===== src/rtl/fetch_pc_unit_pkg.sv =====
// ---------------------------------------------------------------------------
// fetch_pc_unit_pkg
// Purpose : shared definitions for the fetch PC unit and the instruction
//           decoder. This includes the next-PC select encodings, the bus field
//           widths and a helper that identifies the ops that may link.
// Ports   : none (package)
// ---------------------------------------------------------------------------
package fetch_pc_unit_pkg;

  // Width of the next-PC select field and of the immediate field.
  localparam int OP_W  = 3;
  localparam int IMM_W = 26;

  // Next-PC select encodings. Codes 110 and 111 are reserved and behave as PLUS4.
  typedef enum logic [OP_W-1:0] {
    NPC_PLUS4  = 3'b000,
    NPC_BRANCH = 3'b001,
    NPC_JUMP   = 3'b010,
    NPC_JR     = 3'b011,
    NPC_RET    = 3'b100,
    NPC_ERET   = 3'b101
  } npc_op_e;

  // Only JUMP and JR may push a return address. Link is ignored for every other op.
  function automatic logic isLinkOp(input npc_op_e op);
    return (op == NPC_JUMP) || (op == NPC_JR);
  endfunction

endpackage


===== src/rtl/fetch_pc_unit_if.sv =====
// ---------------------------------------------------------------------------
// fetch_pc_unit_if
// Purpose : control/address bus between the decoder/pipeline (master) and the
//           fetch PC unit (slave). All addresses are word addresses.
// Signals : i_pcWr     PC write enable (0 = stall)
//           i_npcOp    next-PC select
//           i_imm      imm16 in [15:0] (branch) / target26 (jump)
//           i_regTgt   register jump target (JR/JALR)
//           i_link     push PC+1 onto the RAS with JUMP/JR
//           i_exc      exception request
//           o_pc       registered current PC
//           o_npc      combinational next PC
//           o_epc      saved exception PC
//           o_rasEmpty / o_rasFull  RAS occupancy flags
//           o_rasUnder RET selected while the RAS is empty
// ---------------------------------------------------------------------------
interface fetch_pc_unit_if #(
  parameter int ADDR_W = 32
) ();
  import fetch_pc_unit_pkg::*;

  logic              i_pcWr;
  logic [OP_W-1:0]   i_npcOp;
  logic [IMM_W-1:0]  i_imm;
  logic [ADDR_W-3:0] i_regTgt;
  logic              i_link;
  logic              i_exc;
  logic [ADDR_W-3:0] o_pc;
  logic [ADDR_W-3:0] o_npc;
  logic [ADDR_W-3:0] o_epc;
  logic              o_rasEmpty;
  logic              o_rasFull;
  logic              o_rasUnder;

  // Master side drives the control inputs and observes the PC state.
  modport master (
    output i_pcWr, i_npcOp, i_imm, i_regTgt, i_link, i_exc,
    input  o_pc, o_npc, o_epc, o_rasEmpty, o_rasFull, o_rasUnder
  );

  // Slave side is the fetch PC unit itself.
  modport slave (
    input  i_pcWr, i_npcOp, i_imm, i_regTgt, i_link, i_exc,
    output o_pc, o_npc, o_epc, o_rasEmpty, o_rasFull, o_rasUnder
  );

endinterface


===== src/rtl/fetch_pc_unit_ras_stack.sv =====
// ---------------------------------------------------------------------------
// ras_stack
// Purpose : return-address stack built as a circular buffer with a saturating
//           occupancy count. When a push arrives on a full stack, the push
//           overwrites the oldest entry. A pop on an empty stack is ignored.
// Ports   : clk, rst (sync, active-low)
//           i_push, i_pushData  write data at ptr, then ptr++
//           i_pop               ptr--, count-- when not empty
//           o_top               most recently pushed live entry
//           o_empty, o_full     occupancy flags
// DEPTH must be a power of two (>=2). This lets the pointer wrap naturally.
// ---------------------------------------------------------------------------
module ras_stack #(
  parameter int DEPTH = 4,
  parameter int W     = 30
) (
  input  logic         clk,
  input  logic         rst,
  input  logic         i_push,
  input  logic         i_pop,
  input  logic [W-1:0] i_pushData,
  output logic [W-1:0] o_top,
  output logic         o_empty,
  output logic         o_full
);

  localparam int PTR_W = $clog2(DEPTH);
  localparam int CNT_W = $clog2(DEPTH + 1);

  logic [W-1:0]     r_mem [DEPTH];
  logic [PTR_W-1:0] r_ptr;
  logic [CNT_W-1:0] r_count;
  logic [PTR_W-1:0] w_topIdx;

  // The pointer always names the next free slot. The top of the stack is
  // therefore the slot just below it, modulo DEPTH.
  assign w_topIdx = r_ptr - PTR_W'(1);
  assign o_top    = r_mem[w_topIdx];
  assign o_empty  = (r_count == '0);
  assign o_full   = (r_count == CNT_W'(DEPTH));

  // Stack state update. A push takes priority, although the caller never asks
  // for a push and a pop in the same cycle. The count stops at DEPTH, so once
  // the pointer wraps, it lands on the oldest entry and the next push replaces it.
  always_ff @(posedge clk) begin
    if (!rst) begin
      r_ptr   <= '0;
      r_count <= '0;
      for (int i = 0; i < DEPTH; i++) begin
        r_mem[i] <= '0;
      end
    end else if (i_push) begin
      r_mem[r_ptr] <= i_pushData;
      r_ptr        <= r_ptr + PTR_W'(1);
      if (r_count != CNT_W'(DEPTH)) begin
        r_count <= r_count + CNT_W'(1);
      end
    end else if (i_pop && (r_count != '0)) begin
      r_ptr   <= r_ptr - PTR_W'(1);
      r_count <= r_count - CNT_W'(1);
    end
  end

endmodule


===== src/rtl/fetch_pc_unit.sv =====
// ---------------------------------------------------------------------------
// fetch_pc_unit
// Purpose : PC register, next-PC mux, EPC register and return-address stack
//           at the head of the fetch stage. The PC drives the instruction
//           memory address. The NPC is exposed for debug and branch compare.
//           All addresses are word addresses (byte address bits [ADDR_W-1:2]).
// Ports   : clk  rising-edge clock
//           rst  synchronous, active-low reset (overrides everything)
//           bus  fetch_pc_unit_if.slave (see the interface for its fields)
// Priority: Exc > PCWr. An exception loads the vector and captures the EPC,
//           even during a stall. The exception leaves the RAS untouched.
// ADDR_W must be at least 30 so that the JUMP region bits [ADDR_W-1:28] exist.
// ---------------------------------------------------------------------------
module fetch_pc_unit
  import fetch_pc_unit_pkg::*;
#(
  parameter int                ADDR_W    = 32,
  parameter logic [ADDR_W-1:0] RESET_PC  = 32'h0000_3000,
  parameter logic [ADDR_W-1:0] EXC_VEC   = 32'h0000_4180,
  parameter int                RAS_DEPTH = 4
) (
  input  logic            clk,
  input  logic            rst,
  fetch_pc_unit_if.slave  bus
);

  localparam int AW = ADDR_W - 2;

  logic [AW-1:0] r_pc;
  logic [AW-1:0] r_epc;
  logic [AW-1:0] w_npc;
  logic [AW-1:0] w_pcPlus1;
  logic [AW-1:0] w_immSext;
  logic [AW-1:0] w_rasTop;
  logic          w_rasEmpty;
  logic          w_rasFull;
  logic          w_push;
  logic          w_pop;
  npc_op_e       w_op;

  assign w_op      = npc_op_e'(bus.i_npcOp);
  assign w_pcPlus1 = r_pc + AW'(1);
  assign w_immSext = {{(AW-16){bus.i_imm[15]}}, bus.i_imm[15:0]};

  // Next-PC selection. An exception overrides the op field. A RET on an empty
  // stack falls back to the register target instead of using stale RAS data.
  // All sums wrap modulo 2^AW.
  always_comb begin
    w_npc = w_pcPlus1;
    if (bus.i_exc) begin
      w_npc = EXC_VEC[ADDR_W-1:2];
    end else begin
      case (w_op)
        NPC_BRANCH: w_npc = w_pcPlus1 + w_immSext;
        NPC_JUMP:   w_npc = {r_pc[AW-1:26], bus.i_imm[25:0]};
        NPC_JR:     w_npc = bus.i_regTgt;
        NPC_RET:    w_npc = w_rasEmpty ? bus.i_regTgt : w_rasTop;
        NPC_ERET:   w_npc = r_epc;
        default:    w_npc = w_pcPlus1;
      endcase
    end
  end

  // The stack only moves on a real, non-exception PC update. A stall freezes
  // the stack along with the PC.
  assign w_push = bus.i_pcWr && !bus.i_exc && bus.i_link && isLinkOp(w_op);
  assign w_pop  = bus.i_pcWr && !bus.i_exc && (w_op == NPC_RET);

  ras_stack #(
    .DEPTH (RAS_DEPTH),
    .W     (AW)
  ) u_ras (
    .clk        (clk),
    .rst        (rst),
    .i_push     (w_push),
    .i_pop      (w_pop),
    .i_pushData (w_pcPlus1),
    .o_top      (w_rasTop),
    .o_empty    (w_rasEmpty),
    .o_full     (w_rasFull)
  );

  // PC and EPC registers. An exception always lands, even with PCWr low. The
  // exception saves the PC of the interrupted instruction. Otherwise, the PC
  // advances only while PCWr is high.
  always_ff @(posedge clk) begin
    if (!rst) begin
      r_pc  <= RESET_PC[ADDR_W-1:2];
      r_epc <= '0;
    end else if (bus.i_exc) begin
      r_pc  <= w_npc;
      r_epc <= r_pc;
    end else if (bus.i_pcWr) begin
      r_pc  <= w_npc;
    end
  end

  assign bus.o_pc       = r_pc;
  assign bus.o_npc      = w_npc;
  assign bus.o_epc      = r_epc;
  assign bus.o_rasEmpty = w_rasEmpty;
  assign bus.o_rasFull  = w_rasFull;
  assign bus.o_rasUnder = (w_op == NPC_RET) && w_rasEmpty && !bus.i_exc;

endmodule


===== src/flat_wrapper.sv =====
// flat-port wrapper written by rule: the top's interface ports become plain ports
module fetch_pc_unit_flat import fetch_pc_unit_pkg::*;
#(
  parameter int                ADDR_W    = 32,
  parameter logic [ADDR_W-1:0] RESET_PC  = 32'h0000_3000,
  parameter logic [ADDR_W-1:0] EXC_VEC   = 32'h0000_4180,
  parameter int                RAS_DEPTH = 4
)
  (clk, rst, bus_i_pcWr, bus_i_npcOp, bus_i_imm, bus_i_regTgt, bus_i_link, bus_i_exc, bus_o_pc, bus_o_npc, bus_o_epc, bus_o_rasEmpty, bus_o_rasFull, bus_o_rasUnder);
  fetch_pc_unit_if #(.ADDR_W(ADDR_W)) bus_i ();
  input  logic clk;
  input  logic rst;
  input wire logic [$bits(bus_i.i_pcWr)-1:0] bus_i_pcWr;
  input wire logic [$bits(bus_i.i_npcOp)-1:0] bus_i_npcOp;
  input wire logic [$bits(bus_i.i_imm)-1:0] bus_i_imm;
  input wire logic [$bits(bus_i.i_regTgt)-1:0] bus_i_regTgt;
  input wire logic [$bits(bus_i.i_link)-1:0] bus_i_link;
  input wire logic [$bits(bus_i.i_exc)-1:0] bus_i_exc;
  output wire logic [$bits(bus_i.o_pc)-1:0] bus_o_pc;
  output wire logic [$bits(bus_i.o_npc)-1:0] bus_o_npc;
  output wire logic [$bits(bus_i.o_epc)-1:0] bus_o_epc;
  output wire logic [$bits(bus_i.o_rasEmpty)-1:0] bus_o_rasEmpty;
  output wire logic [$bits(bus_i.o_rasFull)-1:0] bus_o_rasFull;
  output wire logic [$bits(bus_i.o_rasUnder)-1:0] bus_o_rasUnder;
  assign bus_i.i_pcWr = bus_i_pcWr;
  assign bus_i.i_npcOp = bus_i_npcOp;
  assign bus_i.i_imm = bus_i_imm;
  assign bus_i.i_regTgt = bus_i_regTgt;
  assign bus_i.i_link = bus_i_link;
  assign bus_i.i_exc = bus_i_exc;
  assign bus_o_pc = bus_i.o_pc;
  assign bus_o_npc = bus_i.o_npc;
  assign bus_o_epc = bus_i.o_epc;
  assign bus_o_rasEmpty = bus_i.o_rasEmpty;
  assign bus_o_rasFull = bus_i.o_rasFull;
  assign bus_o_rasUnder = bus_i.o_rasUnder;
  fetch_pc_unit #(.ADDR_W(ADDR_W), .RESET_PC(RESET_PC), .EXC_VEC(EXC_VEC), .RAS_DEPTH(RAS_DEPTH)) u_core (.clk(clk), .rst(rst), .bus(bus_i));
endmodule

===== config.mk =====
export PLATFORM = sky130hd
export DESIGN_NAME = fetch_pc_unit_flat
export DESIGN_NICKNAME = d
export VERILOG_FILES = /design/src/rtl/fetch_pc_unit_pkg.sv /design/src/rtl/fetch_pc_unit_if.sv /design/src/rtl/fetch_pc_unit_ras_stack.sv /design/src/rtl/fetch_pc_unit.sv /design/src/flat_wrapper.sv
export SDC_FILE = /design/constraint.sdc
export NUM_CORES = 1
export LEC_CHECK = 0
export ABC_AREA = 1
export ABC_CLOCK_PERIOD_IN_PS = 4500
export CAP_MARGIN = 10
export CORE_MARGIN = 3
export CORE_UTILIZATION = 45
export DETAILED_ROUTE_END_ITERATION = 7
export DONT_BUFFER_PORTS = 1
export GPL_TIMING_DRIVEN = 0
export PLACE_DENSITY = 0.59
export SETUP_SLACK_MARGIN = 0.5
export SYNTH_ARGS = -nofsm -noshare
export SYNTH_HDL_FRONTEND = slang
export SYNTH_SLANG_ARGS = --single-unit

===== constraint.sdc =====
create_clock -name clk -period 4.5 [get_ports clk]
set_input_delay 0.45 -clock clk [delete_from_list [all_inputs] [get_ports clk]]
set_output_delay 0.45 -clock clk [all_outputs]
set_load 0.005 [all_outputs]

* Word level (Yosys, flattened, before mapping)
Memory sizes are Yosys's and may differ from the RTL's. Index checks and enable logic that the tools add are counted.
Storage, ports and cells: memories 1, bits of input ports 64, memory bits (writable) 120, bits in registers 65, output and inout port bits 93, word-level logic and storage cells 51
Memories:
- u_core.u_ras.r_mem | depth 4, bits a word 30, read ports 1, clocked after memory_dff 0, write ports 4, RTL line fetch_pc_unit_ras_stack.sv:30 | logic [W-1:0] r_mem [DEPTH];
Operators by class: add/subtract/negate cells 6, equal/unequal tests 8, reductions and logical operators 15, muxes and demuxes 17
Operator list (count):
- 2-to-1 mux 30 bit | 5
- one-hot mux 30 bit (5 select lines) | 1
- adder 30 x 1 -> 30 bit, second input constant | 1
- adder 30 bit | 1
- OR reduction 30 bit | 1
- == test 3 bit, second input constant | 3
- 2-to-1 mux 3 bit | 3
- logical AND 1 bit | 7
- == test 3 x 2 -> 1 bit, second input constant | 2
- 2-to-1 mux 2 bit | 3
- 2-to-1 mux 1 bit | 5
- nonzero test 2 bit | 2
- adder 3 x 1 -> 3 bit, second input constant | 1
- == test 3 x 1 -> 1 bit, second input constant | 1
- zero test 3 bit | 1
- != test 3 bit, second input constant | 1
- nonzero test 3 bit | 1
- subtractor 3 x 1 -> 3 bit, second input constant | 1
- adder 2 x 1 -> 2 bit, second input constant | 1
- != test 2 x 1 -> 1 bit, second input constant | 1
- AND reduction 2 bit | 1
- subtractor 2 x 1 -> 2 bit, second input constant | 1
- zero test 1 bit | 1
- logical OR 1 bit | 1

* Depth between registers and ports, before layout
word-level depth 9, depth in mapped cells 24, gate-level depth less buffers 24

* Cells and area by module
From an unflattened synthesis, not the netlist that was laid out.
Unflattened totals: cells, all modules 1707, area total of the unflattened synthesis 12213.0 um2
Modules (own cells, without submodules):
- fetch_pc_unit | area each 6656.4 um2, seq. area each 1201.2 um2, instances 1, cells each 1168
- ras_stack | area each 5556.6 um2, seq. area each 3703.6 um2, instances 1, cells each 539

* Worst setup path after synthesis
OpenSTA, ideal clock, no wires.
path kind input port to flip-flop, start point input port bus_i_pcWr, end point memory u_core.u_ras.r_mem[3][0] (enable), slack 637 ps, data required time 4041 ps, stages on the path 5, path buffers 0, arrival time 3405 ps, setup time 459 ps, cell sequence inv_1 nor2_1 nand4_1 or2_2 o21ai_0
RTL lines:
- start, declared | RTL line flat_wrapper.sv:13 | input wire logic [$bits(bus_i.i_pcWr)-1:0] bus_i_pcWr;
- end, declared | RTL line fetch_pc_unit_ras_stack.sv:30

* Final worst setup path
start point register u_core.r_pc[4] (netlist: u_core.bus.o_pc[4]), end point output port bus_o_npc[27]
Between the ends: cells in the longest elaborated chain, start to end 4
RTL lines:
- start, declared | RTL line fetch_pc_unit.sv:29 | logic [AW-1:0] r_pc;
- start signal, assigned | RTL line fetch_pc_unit.sv:88 | r_pc <= RESET_PC[ADDR_W-1:2];
- start signal, assigned | RTL line fetch_pc_unit.sv:91 | r_pc <= w_npc;
- start signal, assigned | RTL line fetch_pc_unit.sv:94 | r_pc <= w_npc;
- adder 30 x 1 -> 30 bit (*) | RTL line fetch_pc_unit.sv:42 | assign w_pcPlus1 = r_pc + AW'(1);
- adder 30 bit | RTL line fetch_pc_unit.sv:54 | NPC_BRANCH: w_npc = w_pcPlus1 + w_immSext;
- one-hot mux 30 bit (5 select lines) (*) | RTL line fetch_pc_unit.sv:53 | case (w_op)
- 2-to-1 mux 30 bit (*) | RTL line fetch_pc_unit.sv:50 | if (bus.i_exc) begin
- end, declared | RTL line flat_wrapper.sv:20 | output wire logic [$bits(bus_i.o_npc)-1:0] bus_o_npc;
Mark *: on every way between the ends. The rest lies on a longest branch, timed or not.

==> flow_results.xml <==
<?xml version="1.0" encoding="UTF-8"?>
<metrics>
  <group name="outcome">
    <metric name="outcome" unit="">complete, no violations</metric>
  </group>
  <group name="floorplan">
    <metric name="fp.dieW" unit="um">168.2</metric>
    <metric name="std_cell_core_area" unit="um^2">25540</metric>
    <metric name="initial_core_utilization" unit="">0.4636</metric>
    <metric name="die_area" unit="um^2">28300</metric>
    <metric name="row_count" unit="">58</metric>
    <metric name="floorplan.io_pins" unit="">157</metric>
    <metric name="die_h" unit="um">168.2</metric>
  </group>
  <group name="finish">
    <metric name="mostFrequentLayoutCell" unit="">sky130_fd_sc_hd__nand2_1</metric>
    <metric name="multiInputGateArea" unit="um^2">6769</metric>
    <metric name="layout-area-overhead-vs-synth" unit="%">17.52</metric>
    <metric name="finish.net_count" unit="">1760</metric>
    <metric name="fillCellCount" unit="">2459</metric>
    <metric name="share_of_cells_above_drive_strength_1" unit="">0.1537</metric>
    <metric name="mostFrequentLayoutCells" unit="">sky130_fd_sc_hd__nand2_1 (403), sky130_fd_sc_hd__nor2_1 (219), sky130_fd_sc_hd__inv_1 (159)</metric>
    <metric name="area.sequential" unit="um^2">4975</metric>
  </group>
  <group name="cts">
    <metric name="tritoncts" unit="">built</metric>
    <metric name="worst_skew_pair.late_latency" unit="ns">0.45</metric>
    <metric name="numCtsBuffers" unit="">17</metric>
    <metric name="path_clk_slew" unit="ns">0.09</metric>
    <metric name="number_of_levels_in_the_clock_h_tree" unit="">4</metric>
    <metric name="cts_root_buffer" unit="">sky130_fd_sc_hd__clkbuf_16</metric>
    <metric name="max-clock-path-buffers" unit="">2</metric>
    <metric name="cts_sinks" unit="">185</metric>
  </group>
  <group name="pwr">
    <metric name="power_density" unit="nW/um^2">296.4</metric>
    <metric name="power.clock.fraction" unit="">0.366</metric>
    <metric name="total_switching_power" unit="mW">1.311</metric>
    <metric name="static-leakage-power" unit="nW">5.644</metric>
    <metric name="vdd_ir_drop_max" unit="uV">277.4</metric>
    <metric name="power.total" unit="mW">4.125</metric>
    <metric name="p_int" unit="mW">2.814</metric>
    <metric name="switching_share_of_power" unit="">0.3178</metric>
    <metric name="comb_power_share" unit="">0.165</metric>
    <metric name="power.sequential.fraction" unit="">0.469</metric>
  </group>
  <group name="route">
    <metric name="drt.antenna.violating_nets" unit="">0</metric>
    <metric name="num_vias" unit="">11820</metric>
    <metric name="post_drt_via_cell_ratio" unit="">5.902</metric>
    <metric name="drtPass1Iterations" unit="">6</metric>
    <metric name="avg_wl_per_cell" unit="um">24.09</metric>
    <metric name="post-route-drc-count" unit="">0</metric>
    <metric name="totalWireLength" unit="um">48260</metric>
    <metric name="drt-initial-drc-count" unit="">1287</metric>
  </group>
  <group name="grt">
    <metric name="grt_remaining_overflow" unit="">0</metric>
    <metric name="grt_pass1_vias" unit="">10780</metric>
    <metric name="met1_usage" unit="">0.4134</metric>
    <metric name="groute.layer.met3.usage" unit="">0.08265</metric>
    <metric name="grt_total_usage" unit="">0.3264</metric>
    <metric name="first_pass_grt_wire_length" unit="um">68680</metric>
    <metric name="maximum_number_of_pins_on_one_net_before_global_route_repair" unit="">31</metric>
    <metric name="antenna_found_initial" unit="">1</metric>
    <metric name="gr-max-usage-layer" unit="">met2</metric>
    <metric name="grt_use_met2" unit="">0.5350</metric>
  </group>
  <group name="synthesis">
    <metric name="synth_flop_cell" unit="">sky130_fd_sc_hd__edfxtp_1</metric>
    <metric name="syn-mean-instance-area" unit="um^2">7.323</metric>
    <metric name="yosysTopAreaCellShare" unit="">0.3043</metric>
    <metric name="synth_top_cell_by_area" unit="">sky130_fd_sc_hd__edfxtp_1</metric>
    <metric name="yosysWarnings" unit="">0</metric>
    <metric name="post_synth_main_area_contributors" unit="">sky130_fd_sc_hd__edfxtp_1 (30%), sky130_fd_sc_hd__nand2_1 (14%), sky130_fd_sc_hd__dfxtp_1 (11%)</metric>
    <metric name="synth_area" unit="um^2">11840</metric>
    <metric name="net_count_after_synthesis" unit="">1718</metric>
    <metric name="ys_seq_area_frac" unit="">0.4142</metric>
    <metric name="synth_edf_count" unit="">120</metric>
    <metric name="synth.distinct_cells" unit="">47</metric>
    <metric name="async_flop_share" unit="">0</metric>
    <metric name="flop_and_latch_count_out_of_synthesis" unit="">185</metric>
    <metric name="syn_inst" unit="">1617</metric>
  </group>
  <group name="sta">
    <metric name="slew_headroom" unit="">0.3467</metric>
    <metric name="fin_crit" unit="ns">3.906</metric>
    <metric name="timing.final.ws_setup" unit="ns">0.5945</metric>
    <metric name="max_clock_freq" unit="GHz">0.2560</metric>
    <metric name="worst-slew-pin-transition" unit="ns">0.9800</metric>
    <metric name="timing.clock.skew" unit="ns">0.01680</metric>
    <metric name="report.final.setup_viol" unit="">0</metric>
    <metric name="rsz0062_at_grt" unit="">true</metric>
    <metric name="timing.final.crit_share" unit="">0.8679</metric>
    <metric name="final-max-slew-violation-count" unit="">0</metric>
    <metric name="number_of_failing_hold_endpoints_at_the_final_stage" unit="">0</metric>
  </group>
  <group name="critical_path">
    <metric name="critPathArrivalTime" unit="ns">3.46</metric>
    <metric name="cp_data_required_time" unit="ns">4.05</metric>
    <metric name="crit_type" unit="">reg2out</metric>
    <metric name="cell_type_of_the_slowest_stage_on_the_worst_timing_path" unit="">sky130_fd_sc_hd__dfxtp_4</metric>
    <metric name="crit_path_max_incr_delay" unit="ns">0.43</metric>
    <metric name="endpoint_kind" unit="">output port</metric>
    <metric name="cp_common_cell" unit="">sky130_fd_sc_hd__nand2_1</metric>
    <metric name="critical_path_peak_fanout" unit="">6</metric>
    <metric name="startpoint_type" unit="">register</metric>
    <metric name="worstPathCellList" unit="">nand2_1 &gt; nor2_1 &gt; nand2_2 &gt; nor2_4 &gt; buf_4 &gt; nand4_1 &gt; nand2_1 &gt; nand2_1 &gt; ha_4 &gt; nand2_1 &gt; nor2_2 &gt; nand2_2 &gt; nor3_2 &gt; nand2_1 &gt; nand3_1 &gt; nand3_2 &gt; a21boi_2</metric>
  </group>
  <group name="placed_design">
    <metric name="finalWeightedCongestion" unit="">1.009</metric>
    <metric name="dp.final_hpwl" unit="um">36580</metric>
    <metric name="dpl_worst_slack" unit="ns">0.09502</metric>
    <metric name="buffer_ports.inserted" unit="">0</metric>
  </group>
  <group name="flow_run">
    <metric name="drv_cap" unit="">0</metric>
  </group>
  <group name="worst_hold_path">
    <metric name="hold_class" unit="">in2reg</metric>
  </group>
</metrics>
==> Yosys cell counts (4+ instances only) <==
| cell type | count |
|---|---|
| sky130_fd_sc_hd__a211oi_1 | 15 |
| sky130_fd_sc_hd__a21oi_1 | 119 |
| sky130_fd_sc_hd__a221oi_1 | 9 |
| sky130_fd_sc_hd__a22o_1 | 14 |
| sky130_fd_sc_hd__a22oi_1 | 31 |
| sky130_fd_sc_hd__and2_1 | 5 |
| sky130_fd_sc_hd__buf_1 | 9 |
| sky130_fd_sc_hd__buf_2 | 24 |
| sky130_fd_sc_hd__buf_4 | 4 |
| sky130_fd_sc_hd__clkbuf_1 | 35 |
| sky130_fd_sc_hd__dfxtp_1 | 65 |
| sky130_fd_sc_hd__edfxtp_1 | 120 |
| sky130_fd_sc_hd__ha_1 | 35 |
| sky130_fd_sc_hd__inv_1 | 162 |
| sky130_fd_sc_hd__inv_2 | 5 |
| sky130_fd_sc_hd__nand2_1 | 426 |
| sky130_fd_sc_hd__nand2_2 | 8 |
| sky130_fd_sc_hd__nand3_1 | 89 |
| sky130_fd_sc_hd__nand3b_1 | 11 |
| sky130_fd_sc_hd__nand4_1 | 27 |
| sky130_fd_sc_hd__nor2_1 | 240 |
| sky130_fd_sc_hd__nor2_2 | 4 |
| sky130_fd_sc_hd__nor2_4 | 7 |
| sky130_fd_sc_hd__nor3_1 | 21 |
| sky130_fd_sc_hd__o2111ai_1 | 5 |
| sky130_fd_sc_hd__o211ai_1 | 6 |
| sky130_fd_sc_hd__o21ai_0 | 66 |
| sky130_fd_sc_hd__o21bai_1 | 4 |
| sky130_fd_sc_hd__or2_2 | 5 |
| sky130_fd_sc_hd__xor2_1 | 17 |
==> final timing paths <==
path,startpoint,to,slack [ns],depth (start not counted)
hold reg to reg,u_core.u_ras.r_count[2],u_core.u_ras.r_count[2],0.50,2
hold / removal,bus_i_pcWr,u_core.bus.o_pc[5],0.19,3
setup / recovery,u_core.bus.o_pc[4],bus_o_npc[27],0.59,17
setup reg to reg,u_core.bus.o_pc[4],u_core.bus.o_pc[15],1.24,18
==> layout make-up <==
cell class,instances,area share
multi-input combinational,1190,0.4864
antenna,1,0.0001798
inverter,170,0.04586
buffer,72,0.02347
tap,330,0.02967
clock buffer,18,0.03084
clock inverter,14,0.01097
timing repair buffer,23,0.01511
sequential,185,0.3575
==> power groups by stage <==
stage / sequential (mW) / combinational (mW) / clock (mW)
global placement: 1.97 / 0.594 / 0
global route: 1.94 / 0.739 / 1.57
finish: 1.93 / 0.681 / 1.51
detailed placement: 1.97 / 0.601 / 0
floorplan: 1.94 / 0.408 / 0
CTS: 1.93 / 0.621 / 1.50
==> registers in the layout, indices dropped and copies added, names as in the netlist <==
signal,cells
u_core.u_ras.r_mem,120
u_core.bus.o_epc,30
u_core.bus.o_pc,30
u_core.u_ras.r_count,3
u_core.u_ras.r_ptr,2
==> layer usage <==
| layer | share of wire | vias to the layer above |
|---|---|---|
| li1 | - | 5468 |
| met1 | 0.38 | 5561 |
| met2 | 0.47 | 658 |
| met3 | 0.11 | 132 |
| met4 | 0.047 | 2 |
| met5 | 0.00021 | - |
==> per-stage QoR <==
stage,setup TNS (ns),cell area (um^2),hold WS (ns),util,std cells
final,0,13920,0.1927,0.5448,2003
after CTS,0,13300,0.1841,0.5207,1993
after global routing,0,13910,0.2313,0.5447,2002
after floorplan,0,11840,0.4553,-,1617
after global placement,-38.48,12250,0.4832,0.4797,1947
after detailed placement,0,12290,0.4859,0.4812,1948
==> worst max-delay path: cells and delay by family, from the launching register on <==
family | cells | cell delay (ns)
fa+ha+maj | 1 | 0.34
buf+inv | 1 | 0.16
flops | 1 | 0.43
compound gates | 1 | 0.20
simple gates | 14 | 1.87
==> what timing repair did <==
action	CTS	global route
endpoints found under the setup margin	22	22
hold buffers	0	0
buffers inserted	13	9
pin swaps	9	21
gates resized for setup	72	117
==> cells by family after synthesis <==
kind of cell,count (synthesis),share of synthesized area
AOI/OAI and AO/OA,279,0.1400
xor gates and xnor gates,23,0.01987
adders and majority gates,37,0.04036
buffers and inverters,242,0.08052
DFF,185,0.4142
and+or+nand+nor,851,0.3051
Note: power is estimated with default switching activity, not from simulation.
